[src/rtl/seg_pkg.sv]
// Shared constants for seven-segment readback: active-low abcdefg patterns,
// special codes and the scan-decoder state encoding.
package seg_pkg;

    localparam logic [6:0] SEG_0     = 7'b0000001;
    localparam logic [6:0] SEG_1     = 7'b1001111;
    localparam logic [6:0] SEG_2     = 7'b0010010;
    localparam logic [6:0] SEG_3     = 7'b0000110;
    localparam logic [6:0] SEG_4     = 7'b1001100;
    localparam logic [6:0] SEG_5     = 7'b0100100;
    localparam logic [6:0] SEG_6     = 7'b0100000;
    localparam logic [6:0] SEG_7     = 7'b0001111;
    localparam logic [6:0] SEG_8     = 7'b0000000;
    localparam logic [6:0] SEG_9     = 7'b0000100;
    localparam logic [6:0] SEG_BLANK = 7'b1111111;

    localparam logic [3:0] CODE_ERR   = 4'hE;
    localparam logic [3:0] CODE_BLANK = 4'hF;

    localparam logic [1:0] ST_IDLE = 2'd0;
    localparam logic [1:0] ST_WAIT = 2'd1;
    localparam logic [1:0] ST_CAPT = 2'd2;
    localparam logic [1:0] ST_HOLD = 2'd3;

    typedef struct packed {
        logic [3:0] code;
        logic       blank;
        logic       err;
    } dec_t;

endpackage

[src/rtl/seg_pattern_decode.sv]
// Combinational decode of one active-low abcdefg pattern into a BCD code
// plus blank/error flags.
module seg_pattern_decode
    import seg_pkg::*;
(
    input  logic [6:0] seg_n,
    output logic [3:0] code,
    output logic       blank,
    output logic       err
);

    always_comb begin
        code  = CODE_ERR;
        blank = 1'b0;
        err   = 1'b0;
        case (seg_n)
            SEG_0:     code = 4'd0;
            SEG_1:     code = 4'd1;
            SEG_2:     code = 4'd2;
            SEG_3:     code = 4'd3;
            SEG_4:     code = 4'd4;
            SEG_5:     code = 4'd5;
            SEG_6:     code = 4'd6;
            SEG_7:     code = 4'd7;
            SEG_8:     code = 4'd8;
            SEG_9:     code = 4'd9;
            SEG_BLANK: begin
                code  = CODE_BLANK;
                blank = 1'b1;
            end
            default:   err = 1'b1;
        endcase
    end

endmodule

[src/rtl/seg_scan_decoder.sv]
// Watches multiplexed active-low segment/anode lines, accepts each digit once
// it has been stable long enough, and publishes a frame when all positions are seen.
module seg_scan_decoder
    import seg_pkg::*;
#(
    parameter int NDIG       = 4,
    parameter int STABLE_CYC = 4
) (
    input  logic              clk,
    input  logic              rst,
    input  logic [6:0]        seg_n,
    input  logic [NDIG-1:0]   an_n,
    output logic [4*NDIG-1:0] digits_o,
    output logic [NDIG-1:0]   blank_o,
    output logic [NDIG-1:0]   err_o,
    output logic              frame_valid,
    output logic              frame_err
);

    localparam int W  = NDIG + 7;
    localparam int CW = (STABLE_CYC > 2) ? $clog2(STABLE_CYC) : 1;
    localparam int IW = (NDIG > 1) ? $clog2(NDIG) : 1;
    localparam logic [CW-1:0] CNT_MAX = CW'(STABLE_CYC - 1);

    logic [W-1:0]    sync1_reg, sync2_reg, prev_reg;
    logic [CW-1:0]   cnt_reg;
    logic [1:0]      state_reg, state_next;
    logic [NDIG-1:0] seen_reg;
    logic [IW-1:0]   cap_idx_reg, idx;
    dec_t            cap_reg, dec;
    dec_t            shadow_reg [NDIG];
    dec_t            out_reg    [NDIG];

    logic [NDIG-1:0] cur_an;
    logic            same, all_off, one_low, stable, frame_done, multi_evt, capture_go;

    assign cur_an     = sync2_reg[W-1:7];
    assign same       = (sync2_reg == prev_reg);
    assign all_off    = &cur_an;
    assign one_low    = $onehot(~cur_an);
    // Both the counter and the live comparison must agree, so a change on the
    // very cycle the count saturates cannot be captured.
    assign stable     = (cnt_reg == CNT_MAX) && same;
    assign frame_done = &seen_reg;
    assign capture_go = (state_reg == ST_WAIT) && !all_off && stable && one_low;
    assign multi_evt  = (state_reg == ST_WAIT) && !all_off && stable && !one_low;

    seg_pattern_decode u_decode (
        .seg_n (sync2_reg[6:0]),
        .code  (dec.code),
        .blank (dec.blank),
        .err   (dec.err)
    );

    always_comb begin
        idx = '0;
        for (int i = 0; i < NDIG; i++) begin
            if (!cur_an[i]) idx = IW'(i);
        end
    end

    always_ff @(posedge clk or posedge rst) begin
        if (rst) begin
            sync1_reg <= '1;
            sync2_reg <= '1;
            prev_reg  <= '1;
            cnt_reg   <= '0;
        end else begin
            sync1_reg <= {an_n, seg_n};
            sync2_reg <= sync1_reg;
            prev_reg  <= sync2_reg;
            if (!same)
                cnt_reg <= '0;
            else if (cnt_reg != CNT_MAX)
                cnt_reg <= cnt_reg + 1'b1;
        end
    end

    always_comb begin
        state_next = state_reg;
        case (state_reg)
            ST_IDLE: if (!all_off) state_next = ST_WAIT;
            ST_WAIT: begin
                if (all_off)
                    state_next = ST_IDLE;
                else if (stable)
                    state_next = one_low ? ST_CAPT : ST_HOLD;
            end
            ST_CAPT: state_next = ST_HOLD;
            ST_HOLD: if (!same) state_next = all_off ? ST_IDLE : ST_WAIT;
            default: state_next = ST_IDLE;
        endcase
    end

    // The stable sample is latched on entry to CAPT so a change arriving
    // during the capture cycle cannot corrupt the stored digit.
    always_ff @(posedge clk or posedge rst) begin
        if (rst) begin
            state_reg   <= ST_IDLE;
            cap_idx_reg <= '0;
            cap_reg     <= '0;
            seen_reg    <= '0;
            frame_valid <= 1'b0;
            frame_err   <= 1'b0;
        end else begin
            state_reg   <= state_next;
            frame_valid <= frame_done;
            if (capture_go) begin
                cap_idx_reg <= idx;
                cap_reg     <= dec;
            end
            if (frame_done)
                seen_reg <= '0;
            else if (state_reg == ST_CAPT)
                seen_reg[cap_idx_reg] <= 1'b1;
            if (multi_evt)
                frame_err <= 1'b1;
            else if (frame_done)
                frame_err <= 1'b0;
        end
    end

    generate
        for (genvar gi = 0; gi < NDIG; gi++) begin : g_digit
            always_ff @(posedge clk or posedge rst) begin
                if (rst) begin
                    shadow_reg[gi] <= '0;
                    out_reg[gi]    <= '0;
                end else begin
                    if (state_reg == ST_CAPT && cap_idx_reg == IW'(gi))
                        shadow_reg[gi] <= cap_reg;
                    if (frame_done)
                        out_reg[gi] <= shadow_reg[gi];
                end
            end
            assign digits_o[4*gi +: 4] = out_reg[gi].code;
            assign blank_o[gi]         = out_reg[gi].blank;
            assign err_o[gi]           = out_reg[gi].err;
        end
    endgenerate

endmodule

[config.mk]
export PLATFORM = sky130hd
export DESIGN_NAME = seg_scan_decoder
export DESIGN_NICKNAME = d
export VERILOG_FILES = /design/src/rtl/seg_pkg.sv /design/src/rtl/seg_pattern_decode.sv /design/src/rtl/seg_scan_decoder.sv
export SDC_FILE = /design/constraint.sdc
export NUM_CORES = 1
export LEC_CHECK = 0
export ABC_AREA = 1
export BUFFER_PORTS_ARGS = -buffer_cell sky130_fd_sc_hd__buf_2
export CORE_MARGIN = 2
export CORE_UTILIZATION = 50
export CTS_BUF_LIST = sky130_fd_sc_hd__clkbuf_16
export CTS_CLUSTER_DIAMETER = 80
export DETAILED_ROUTE_END_ITERATION = 10
export PLACE_DENSITY = 0.69
export SETUP_SLACK_MARGIN = 0.02
export SLEW_MARGIN = 20
export SYNTH_ARGS = -nofsm -noshare
export SYNTH_HDL_FRONTEND = slang
export SYNTH_HIERARCHICAL = 1
export SYNTH_SLANG_ARGS = --single-unit
[constraint.sdc]
create_clock -name clk -period 7.4 [get_ports clk]
set_input_delay 0.74 -clock clk [delete_from_list [all_inputs] [get_ports clk]]
set_output_delay 0.74 -clock clk [all_outputs]
set_load 0.005 [all_outputs]
==> results of run 1 <==
area by class of cell:
class	count	share of cell area
clock buffers	9	0.04853
clock inverters	7	0.01779
inverters	46	0.03775
multi-input cells	219	0.2815
flip-flops and latches	99	0.5427
well taps	102	0.02750
repair buffers	40	0.04422
kinds of logic after synthesis:
| group | Yosys count |
|---|---|
| AND/OR/NAND/NOR | 147 |
| flip-flops | 99 |
| buffers and inverters | 53 |
| AO/OA/AOI/OAI | 36 |
| multiplexers | 25 |
| XOR/XNOR | 6 |
| adder cells (fa/ha/maj) | 5 |
synthesized netlist by cell type (5+ instances only):
library cell,n
dfrtp_1,66
nand2_1,89
nand3_1,17
a21oi_1,6
nand2_2,9
o21ai_0,17
dfstp_2,33
mux2_1,14
inv_1,38
xnor2_1,5
mux2_2,10
o21ai_1,8
nor2_1,18
inv_2,8
per-stage QoR:
step | total power [W] | setup slack, ns | hold slack (ns)
after detailed placement | 0.0006493 | 5.033 | 0.3468
after floorplan | 0.0006321 | 4.124 | 0.3452
after global routing | 0.001154 | 4.889 | 0.3597
after CTS | 0.001122 | 5.022 | 0.3491
after global placement | 0.0006454 | 5.097 | 0.3453
final | 0.001108 | 5.042 | 0.3442
per-layer routing:
layer | track usage | part of all wire | vias up
met1 | 0.2379 | 0.47 | 1258
met3 | 0.03933 | 0.043 | 6
met4 | 0.06522 | 0.013 | 0
met2 | 0.2698 | 0.47 | 54
li1 | - | - | 1263
met5 | 0 | 0 | -
worst max path at each step:
stage                     slack (ns)                     from                          to  cells past startpoint
after floorplan                 4.12                      rst  asynchronous set/reset pin                      1
after global placement          5.10   sync2_reg[7]$_DFF_PP1_    state_reg[0]$_DFFE_PP0P_                      8
after detailed placement        5.03  sync2_reg[10]$_DFF_PP1_    state_reg[0]$_DFFE_PP0P_                      8
after CTS                       5.02  sync2_reg[10]$_DFF_PP1_    state_reg[0]$_DFFE_PP0P_                      8
after global routing            4.89   sync2_reg[8]$_DFF_PP1_    state_reg[0]$_DFFE_PP0P_                      8
final                           5.04  sync2_reg[10]$_DFF_PP1_    state_reg[0]$_DFFE_PP0P_                      8
worst register-to-register path: stages, from the launching register on:
cell and delay [ns]:
dfstp_2 0.58, fa_1 0.43, inv_1 0.06, ha_1 0.13
ha_1 0.24, nor3b_4 0.43, nand3b_1 0.17, o211a_1 0.14
o21ai_1 0.06
report_power, final:
group | total [W] | switching, W | internal [W]
clock network | 0.000470 | 0.000203 | 0.000267
registers | 0.000573 | 0.0000122 | 0.000561
logic | 0.0000651 | 0.0000418 | 0.0000232
==> results.cfg, run 1 <==
[status]
status = finished clean

[worst_setup_path]
path_buf_inv = 1
rrSetupSlack_ns = 5.04
start_kind = register
timing.rr.start = sync2_reg[10]$_DFF_PP1_
cp_top_family = adder cells
cp_data_required_time_ns = 7.62
critPathKind = register to register
critical_path_peak_fanout = 9
crit_slowest_cell = dfstp_2
crit_path_cell_trace = fa_1 -> inv_1 -> ha_1 -> ha_1 -> nor3b_4 -> nand3b_1 -> o211a_1 -> o21ai_1
cp_common_cell = ha_1
cp-end-kind = register
worstReg2RegEnd = state_reg[0]$_DFFE_PP0P_
cp_data_arrival_time_ns = 2.58
r2r_cells = 8
cpPeakStageDelay_ns = 0.58

[floorplan]
start_util = 0.5174
fp-row-count = 32
dieArea_um2 = 8771
chipHeight_um = 93.66
chipWidth_um = 93.66
io_pins = 39
coreArea_um2 = 7767

[finish]
stdcell_count = 522
fin_nets = 433
layout-drive-gt1-share = 0.3143
ff_latch_area_um2 = 2519
final_core_util = 0.5975
diodes = 0
layout_common_cells = 89 x nand2_1, 66 x dfrtp_1, 38 x buf_2
num-fill-cells = 681
multiInputGateArea_um2 = 1306
syn_to_final_growth_pct = 15.47
largest_register_ff_count = 24
final_common_cell = nand2_1
final_area_um2 = 4641

[drt]
drtPass1Iterations = 4
detail-route-antenna-nets = 0
vias = 2581
drc_errors = 0
drt_iter0_markers = 105
wl_per_cell_um = 12.82
via_per_inst = 4.944
wl_um = 6692

[placement]
gp_congestion = 0.9638
dpl_cell_area_um2 = 4333
dpl.hpwl_um = 4584
dp.cells = 506
portBuffers = 38

[clock_tree]
cts_tree = yes
worst_skew_pair.late_latency_ns = 0.34
cts_sinks = 99
cts_resized = 0
cts_buffers = 9
postCtsHoldBufs = 0
clkTransAtPathRegs_ns = 0.07
cts_setup_buffers = 0
cts.htree.levels = 3
clockBufferDepth = 2
cts-root-buf = clkbuf_16

[synth]
synth_top_family_by_area = simple AND/OR/NAND/NOR gates
synthSimpleGateAreaFrac = 0.1737
yosysTopAreaCellShare = 0.4110
yosys_warnings = 6
ys_seq_elements = 99
synth_fa_ha_area_frac = 0.01743
yosysUniqueCellTypes = 33
synth_top_area_cell = dfrtp_1
synth_fp_nets = 389
synth_ff_type = dfrtp_1
synth-edff-count = 0
synth_area_leaders = dfrtp_1 41%, dfstp_2 22%, nand2_1 8.3%
seq_area_frac_synth = 0.6267
synth-xor-area-share = 0.01308
synthArstFlopShare = 1.000
synth.avg_cell_area_um2 = 10.83
muxShareOfSynthArea = 0.06974
synthCells = 371
synth_compound_area_frac = 0.04888
synth_area_um2 = 4019

[hold_path]
worstHoldPathType = primary input to asynchronous set/reset pin

[timing]
slew_headroom = 0.3866
final.min_clock_period_ns = 2.358
worst_clock_skew_ns = 0.008323
worstMarginPinSlew_ns = 0.9200
timing.fmax_mhz = 424.0
finalMaxSlewViolations = 0
hold_viol_final = 0
rsz0062_at_grt = no
finalCritPeriodShare = 0.3187
setup_violations = 0
setup_tns_ns = 0

[global_route]
grt_usage = 0.1727
grt_first_pass_wirelength_um = 11680
grt_start_max_net_pins = 78
overflow = 0
grt_pass1_vias = 2489
antenna_found_initial = 0

[power_and_ir_drop]
peakVddDrop_v = 0.0001831
total_leakage_power_nw = 2.414
pwr_density_cell_nw_per_um2 = 238.8

[job]
max_cap_viol_count = 0
Note: power is estimated with default switching activity, not from simulation.
==> inputs of run 2 (changes only) <==
Settings changed: PLACE_DENSITY 0.69 to 0.72.
Clock period 7.4 ns to 2.1 ns, I/O delays scaled along.
==> run 2 against run 1 <==
Effect of this change:
- power increased to 3.4 times the previous value
- first-iteration DRC count grew 38%
- non-clock buffer count rose by 19
- final area is 4.9% higher
- die area unchanged
- via count increased by 0.27%
- critical path depth grew 1
- worst hold slack better by 0.0053 ns
- final cell count grew 3.6%
- critical endpoint is now cap_reg[1]$_DFFE_PP0P_
==> results.cfg, run 2 (synthesized netlist as in run 1, its figures left out) <==
[status]
status = finished clean

[global_route]
antenna_found_initial = 0
grt_first_pass_wirelength_um = 11520
grt_usage = 0.1708
grt_start_max_net_pins = 37
grt_pass1_vias = 2527
overflow = 0

[clock_tree]
clkTransAtPathRegs_ns = 0.07
cts.htree.levels = 3
cts-root-buf = clkbuf_16
clockBufferDepth = 2
cts_tree = yes
cts_buffers = 9
cts_sinks = 99
worst_skew_pair.late_latency_ns = 0.33

[finish]
stdcell_count = 541
layout_common_cells = 87 x nand2_1, 66 x dfrtp_1, 38 x buf_2
diodes = 0
layout-drive-gt1-share = 0.3280
fin_nets = 452
largest_register_ff_count = 24
final_core_util = 0.6268
syn_to_final_growth_pct = 21.14
final_common_cell = nand2_1
num-fill-cells = 632

[placement]
portBuffers = 38
gp_congestion = 0.8937
dpl.hpwl_um = 4662
dp.cells = 512
place_ws_ns = -0.005198

[hold_path]
min_from = sync1_reg[9]$_DFF_PP1_
worstHoldPathCells = 0
worstHoldPathType = register to register
min_to = sync2_reg[9]$_DFF_PP1_

[timing]
finalMaxSlewViolations = 0
rsz0062_at_grt = yes
slew_headroom = 0.5407
final.min_clock_period_ns = 2.067
worst_clock_skew_ns = 0.008623
timing.fmax_mhz = 483.7
finalCritPeriodShare = 0.9845
hold_viol_final = 0
setup_violations = 0
setup_tns_ns = 0
setup_ws_ns = 0.03262
worstMarginPinSlew_ns = 0.6876

[worst_setup_path]
worstReg2RegEnd = cap_reg[1]$_DFFE_PP0P_
critPathKind = register to register
start_kind = register
critPathLaunch = sync2_reg[10]$_DFF_PP1_
cp_data_arrival_time_ns = 2.34
r2r_cells = 9
timing.rr.start = sync2_reg[10]$_DFF_PP1_
cp_data_required_time_ns = 2.38
rrSetupSlack_ns = 0.03
critical_path_peak_fanout = 7
cp-end-kind = register

[drt]
drtPass1Iterations = 4
wl_per_cell_um = 12.22
via_per_inst = 4.784
drc_errors = 0
vias = 2588
detail-route-antenna-nets = 0
wl_um = 6612
drt_iter0_markers = 145

[power_and_ir_drop]
power_w = 0.003820
total_leakage_power_nw = 2.488
pwr_density_cell_nw_per_um2 = 784.7
peakVddDrop_v = 0.0007031

[floorplan]
chipWidth_um = 93.66
fp-row-count = 32
chipHeight_um = 93.66
start_util = 0.5174
io_pins = 39
dieArea_um2 = 8771
coreArea_um2 = 7767

[job]
max_cap_viol_count = 0
## run 2: power breakdown
group,leakage [nW],internal [W],switching [W]
Sequential,1.27,0.00198,0.0000391
Clock,0.129,0.000809,0.000696
Combinational,1.09,0.000130,0.000170
## run 2: through the flow
step                instance area, um^2  hold slack [ns]
global route                       4868           0.3569
global placement                   4437           0.3146
finish                             4868           0.3494
detailed placement                 4437           0.3161
CTS                                4833           0.3540
floorplan                          4043           0.2145
## run 2: critical path: stages, from the launching register on
cell and delay [ns]:
dfstp_2 0.55, fa_1 0.43, inv_2 0.08, ha_4 0.13, ha_4 0.19, nor3b_4 0.21, buf_6 0.14, buf_6 0.12
nand3_1 0.10, nand2_1 0.08
## run 2: layer usage
layer  share of wire  vias to the layer above  track usage
met5               0                        -            0
li1                -                     1302            -
met1            0.47                     1240       0.2246
met2            0.48                       39       0.2806
met4           0.013                        0      0.05435
met3           0.038                        7      0.04334
## run 2: repair_timing
| action | CTS | global route |
|---|---|---|
| buffers inserted | 0 | 1 |
| gates cloned | 0 | 0 |
| resized for setup | 0 | 6 |
| hold buffers | 12 | 0 |
| endpoints found under the hold margin | 38 | 0 |
| endpoints found under the setup margin | 1 | 10 |
| pin swaps | 0 | 5 |
## run 2: cell type report
class / instances / area (um^2) / area share
Sequential cell: 99 / 2519 / 0.5173
Multi-Input combinational cell: 219 / 1346 / 0.2765
Timing Repair Buffer: 59 / 422.9 / 0.08687
Clock buffer: 9 / 225.2 / 0.04626
Inverter: 46 / 176.4 / 0.03624
Tap cell: 102 / 127.6 / 0.02621
Clock inverter: 7 / 51.30 / 0.01054
## run 2: worst max path at each step
stage	endpoint	depth (start not counted)
6_report	cap_reg[1]$_DFFE_PP0P_	9
5_1_grt	cap_reg[2]$_DFFE_PP0P_	9
4_1_cts	state_reg[0]$_DFFE_PP0P_	8
3_5_place_dp	state_reg[0]$_DFFE_PP0P_	8
3_3_place_gp	state_reg[0]$_DFFE_PP0P_	8
2_1_floorplan	state_reg[0]$_DFFE_PP0P_	8
==> inputs of run 3 (changes only) <==
Settings changed: ABC_AREA 1 to unset, CTS_BUF_LIST sky130_fd_sc_hd__clkbuf_16 to sky130_fd_sc_hd__clkbuf_2 sky130_fd_sc_hd__clkbuf_4 sky130_fd_sc_hd__clkbuf_8.
==> run 3 against run 2 <==
Effect of this change:
- the run now ends with negative setup slack left
- wire length shrank 3.2%
- synthesized area decreased by 3.0%
- worst setup slack got worse by 0.39 ns
- sequential share of layout area rose by 2.6 points
- flip-flop and latch count stayed put
- die area decreased by 2.9%
- clock skew rose by 0.0021 ns
- via count fell by 7.1%
- sequential power about the same
==> results.cfg, run 3 <==
[clock_tree]
cts.htree.levels = 3
clockBufferDepth = 2
cts_buffers = 9
clkTransAtPathRegs_ns = 0.09
cts_tree = yes
cts-root-buf = clkbuf_8
worst_skew_pair.late_latency_ns = 0.36
cts_sinks = 99

[hold_path]
worstHoldPathType = register to register
min_from = sync1_reg[0]$_DFF_PP1_
min_to = sync2_reg[0]$_DFF_PP1_
worstHoldPathCells = 0

[finish]
final_common_cell = nand2_1
syn_to_final_growth_pct = 19.00
layout-drive-gt1-share = 0.3947
layout_common_cells = 76 x nand2_1, 66 x dfrtp_1, 38 x buf_2
fin_nets = 393
largest_register_ff_count = 24
diodes = 0

[synth]
synthTopCellsByCount = 76 x nand2_1, 66 x dfrtp_1, 33 x dfstp_2
synth_area_um2 = 3899
yosys_warnings = 6
ys_seq_elements = 99
synth_ff_type = dfrtp_1
yosysTopAreaCellShare = 0.4236
synth_area_leaders = dfrtp_1 42%, dfstp_2 22%, mux2_2 9.2%
synth_fp_nets = 327
yosysMostFrequentCell = nand2_1
synth.avg_cell_area_um2 = 12.62
yosysUniqueCellTypes = 51
seq_area_frac_synth = 0.6460
synthCells = 309
synth_top_area_cell = dfrtp_1
synth-edff-count = 0
synthArstFlopShare = 1.000

[power_and_ir_drop]
power_w = 0.003302
peakVddDrop_v = 0.0005002
total_leakage_power_nw = 2.328
pwr_density_cell_nw_per_um2 = 711.7

[floorplan]
fp-row-count = 32
chipHeight_um = 92.31
chipWidth_um = 92.31
dieArea_um2 = 8520
coreArea_um2 = 7647
start_util = 0.5098
io_pins = 39

[worst_setup_path]
critPathKind = register to register
rrSetupSlack_ns = -0.36
worstReg2RegEnd = cap_reg[2]$_DFFE_PP0P_
cp_data_arrival_time_ns = 2.71
start_kind = register
timing.rr.start = sync2_reg[8]$_DFF_PP1_
cp_data_required_time_ns = 2.35
cp-end-kind = register
critical_path_peak_fanout = 8
r2r_cells = 9

[placement]
portBuffers = 38
dpl.hpwl_um = 4347
gp_congestion = 0.6872

[global_route]
grt_usage = 0.1684
grt_first_pass_wirelength_um = 11280
grt_start_max_net_pins = 44
grt_pass1_vias = 2405
overflow = 0
antenna_found_initial = 0

[drt]
vias = 2405
detail-route-antenna-nets = 0
via_per_inst = 4.990
wl_um = 6401
drtPass1Iterations = 4
wl_per_cell_um = 13.28
drc_errors = 0
drt_iter0_markers = 127

[status]
status = complete, but fails checks
violations = negative setup slack

[timing]
setup_ws_ns = -0.3598
timing.fmax_mhz = 406.5
hold_viol_final = 0
worstMarginPinSlew_ns = 0.6346
finalMaxSlewViolations = 0
setup_tns_ns = -2.937
worst_clock_skew_ns = 0.01071
final.min_clock_period_ns = 2.460
finalCritPeriodShare = 1.171
slew_headroom = 0.5761
rsz0062_at_grt = yes
setup_violations = 9

[job]
max_cap_viol_count = 0
run 3: per-layer routing:
| metal | wire length [um] | GRT usage | vias up |
|---|---|---|---|
| met5 | 0 | 0 | - |
| met4 | 61 | 0.05473 | 0 |
| met3 | 213 | 0.04231 | 7 |
| met2 | 3093 | 0.2835 | 44 |
| met1 | 3033 | 0.2146 | 1186 |
| li1 | - | - | 1168 |
run 3: worst max-delay path, stage by stage, from the launching register on:
cell and delay (ns):
dfstp_2 0.55, fa_1 0.41, inv_1 0.07, ha_2 0.18, ha_4 0.20, nor3b_4 0.19, nand3_2 0.10, nor4_4 0.15
buf_6 0.17, mux2_2 0.33
run 3: worst max-delay path by stage:
stage | start | end | slack (ns) | depth (start not counted)
after detailed placement | sync2_reg[8]$_DFF_PP1_ | cap_reg[1]$_DFFE_PP0P_ | -0.39 | 9
final | sync2_reg[8]$_DFF_PP1_ | cap_reg[2]$_DFFE_PP0P_ | -0.36 | 9
after global routing | sync2_reg[8]$_DFF_PP1_ | cap_reg[5]$_DFFE_PP0P_ | -0.47 | 9
after CTS | sync2_reg[8]$_DFF_PP1_ | cap_reg[0]$_DFFE_PP0P_ | -0.39 | 9
after global placement | sync2_reg[8]$_DFF_PP1_ | cap_reg[3]$_DFFE_PP0P_ | -0.35 | 9
after floorplan | sync2_reg[8]$_DFF_PP1_ | cap_idx_reg[1]$_DFFE_PP0P_ | -0.46 | 8
run 3: per-stage QoR:
step / hold slack [ns] / utilization / instance area (um^2) / std cells / setup WS, ns
6_report: 0.3584 / 0.6067 / 4639 / 482 / -0.3598
5_1_grt: 0.3619 / 0.6067 / 4639 / 482 / -0.4731
4_1_cts: 0.3597 / 0.6062 / 4636 / 482 / -0.3902
3_5_place_dp: 0.3162 / 0.5664 / 4332 / 454 / -0.3878
3_3_place_gp: 0.3145 / 0.5664 / 4332 / 454 / -0.3509
2_1_floorplan: 0.2145 / - / 3921 / 309 / -0.4613
run 3: timing repair:
action	4_1_cts	5_1_grt
cloned	0	0
hold buffers	12	0
endpoints found under the setup margin	9	9
gates resized for setup	1	1
setup buffers	0	0
hold endpoints to repair	36	0
run 3: area by class of cell:
| cell class | count | area (um^2) |
|---|---|---|
| clock inverters | 4 | 33.78 |
| flip-flops and latches | 99 | 2519 |
| repair buffers | 67 | 466.7 |
| multi-input cells | 190 | 1313 |
| fillers | 596 | 3008 |
| inverters | 8 | 33.78 |
| clock buffers | 12 | 146.4 |
| well taps | 102 | 127.6 |
run 3: power by group:
part	leakage, nW	internal (W)	switching [W]
logic	0.970	0.0000927	0.0000993
registers	1.27	0.00196	0.0000210
clock network	0.0937	0.000485	0.000639
total	2.33	0.00254	0.000760
run 3: logic make-up after synthesis:
| group | share of synthesized area |
|---|---|
| buffers and inverters | 0.02311 |
| adders and majority gates | 0.01797 |
| muxes | 0.09499 |
| xor gates and xnor gates | 0.02920 |
| and+or+nand+nor | 0.1544 |
| AOI/OAI and AO/OA | 0.03434 |
| DFF | 0.6460 |
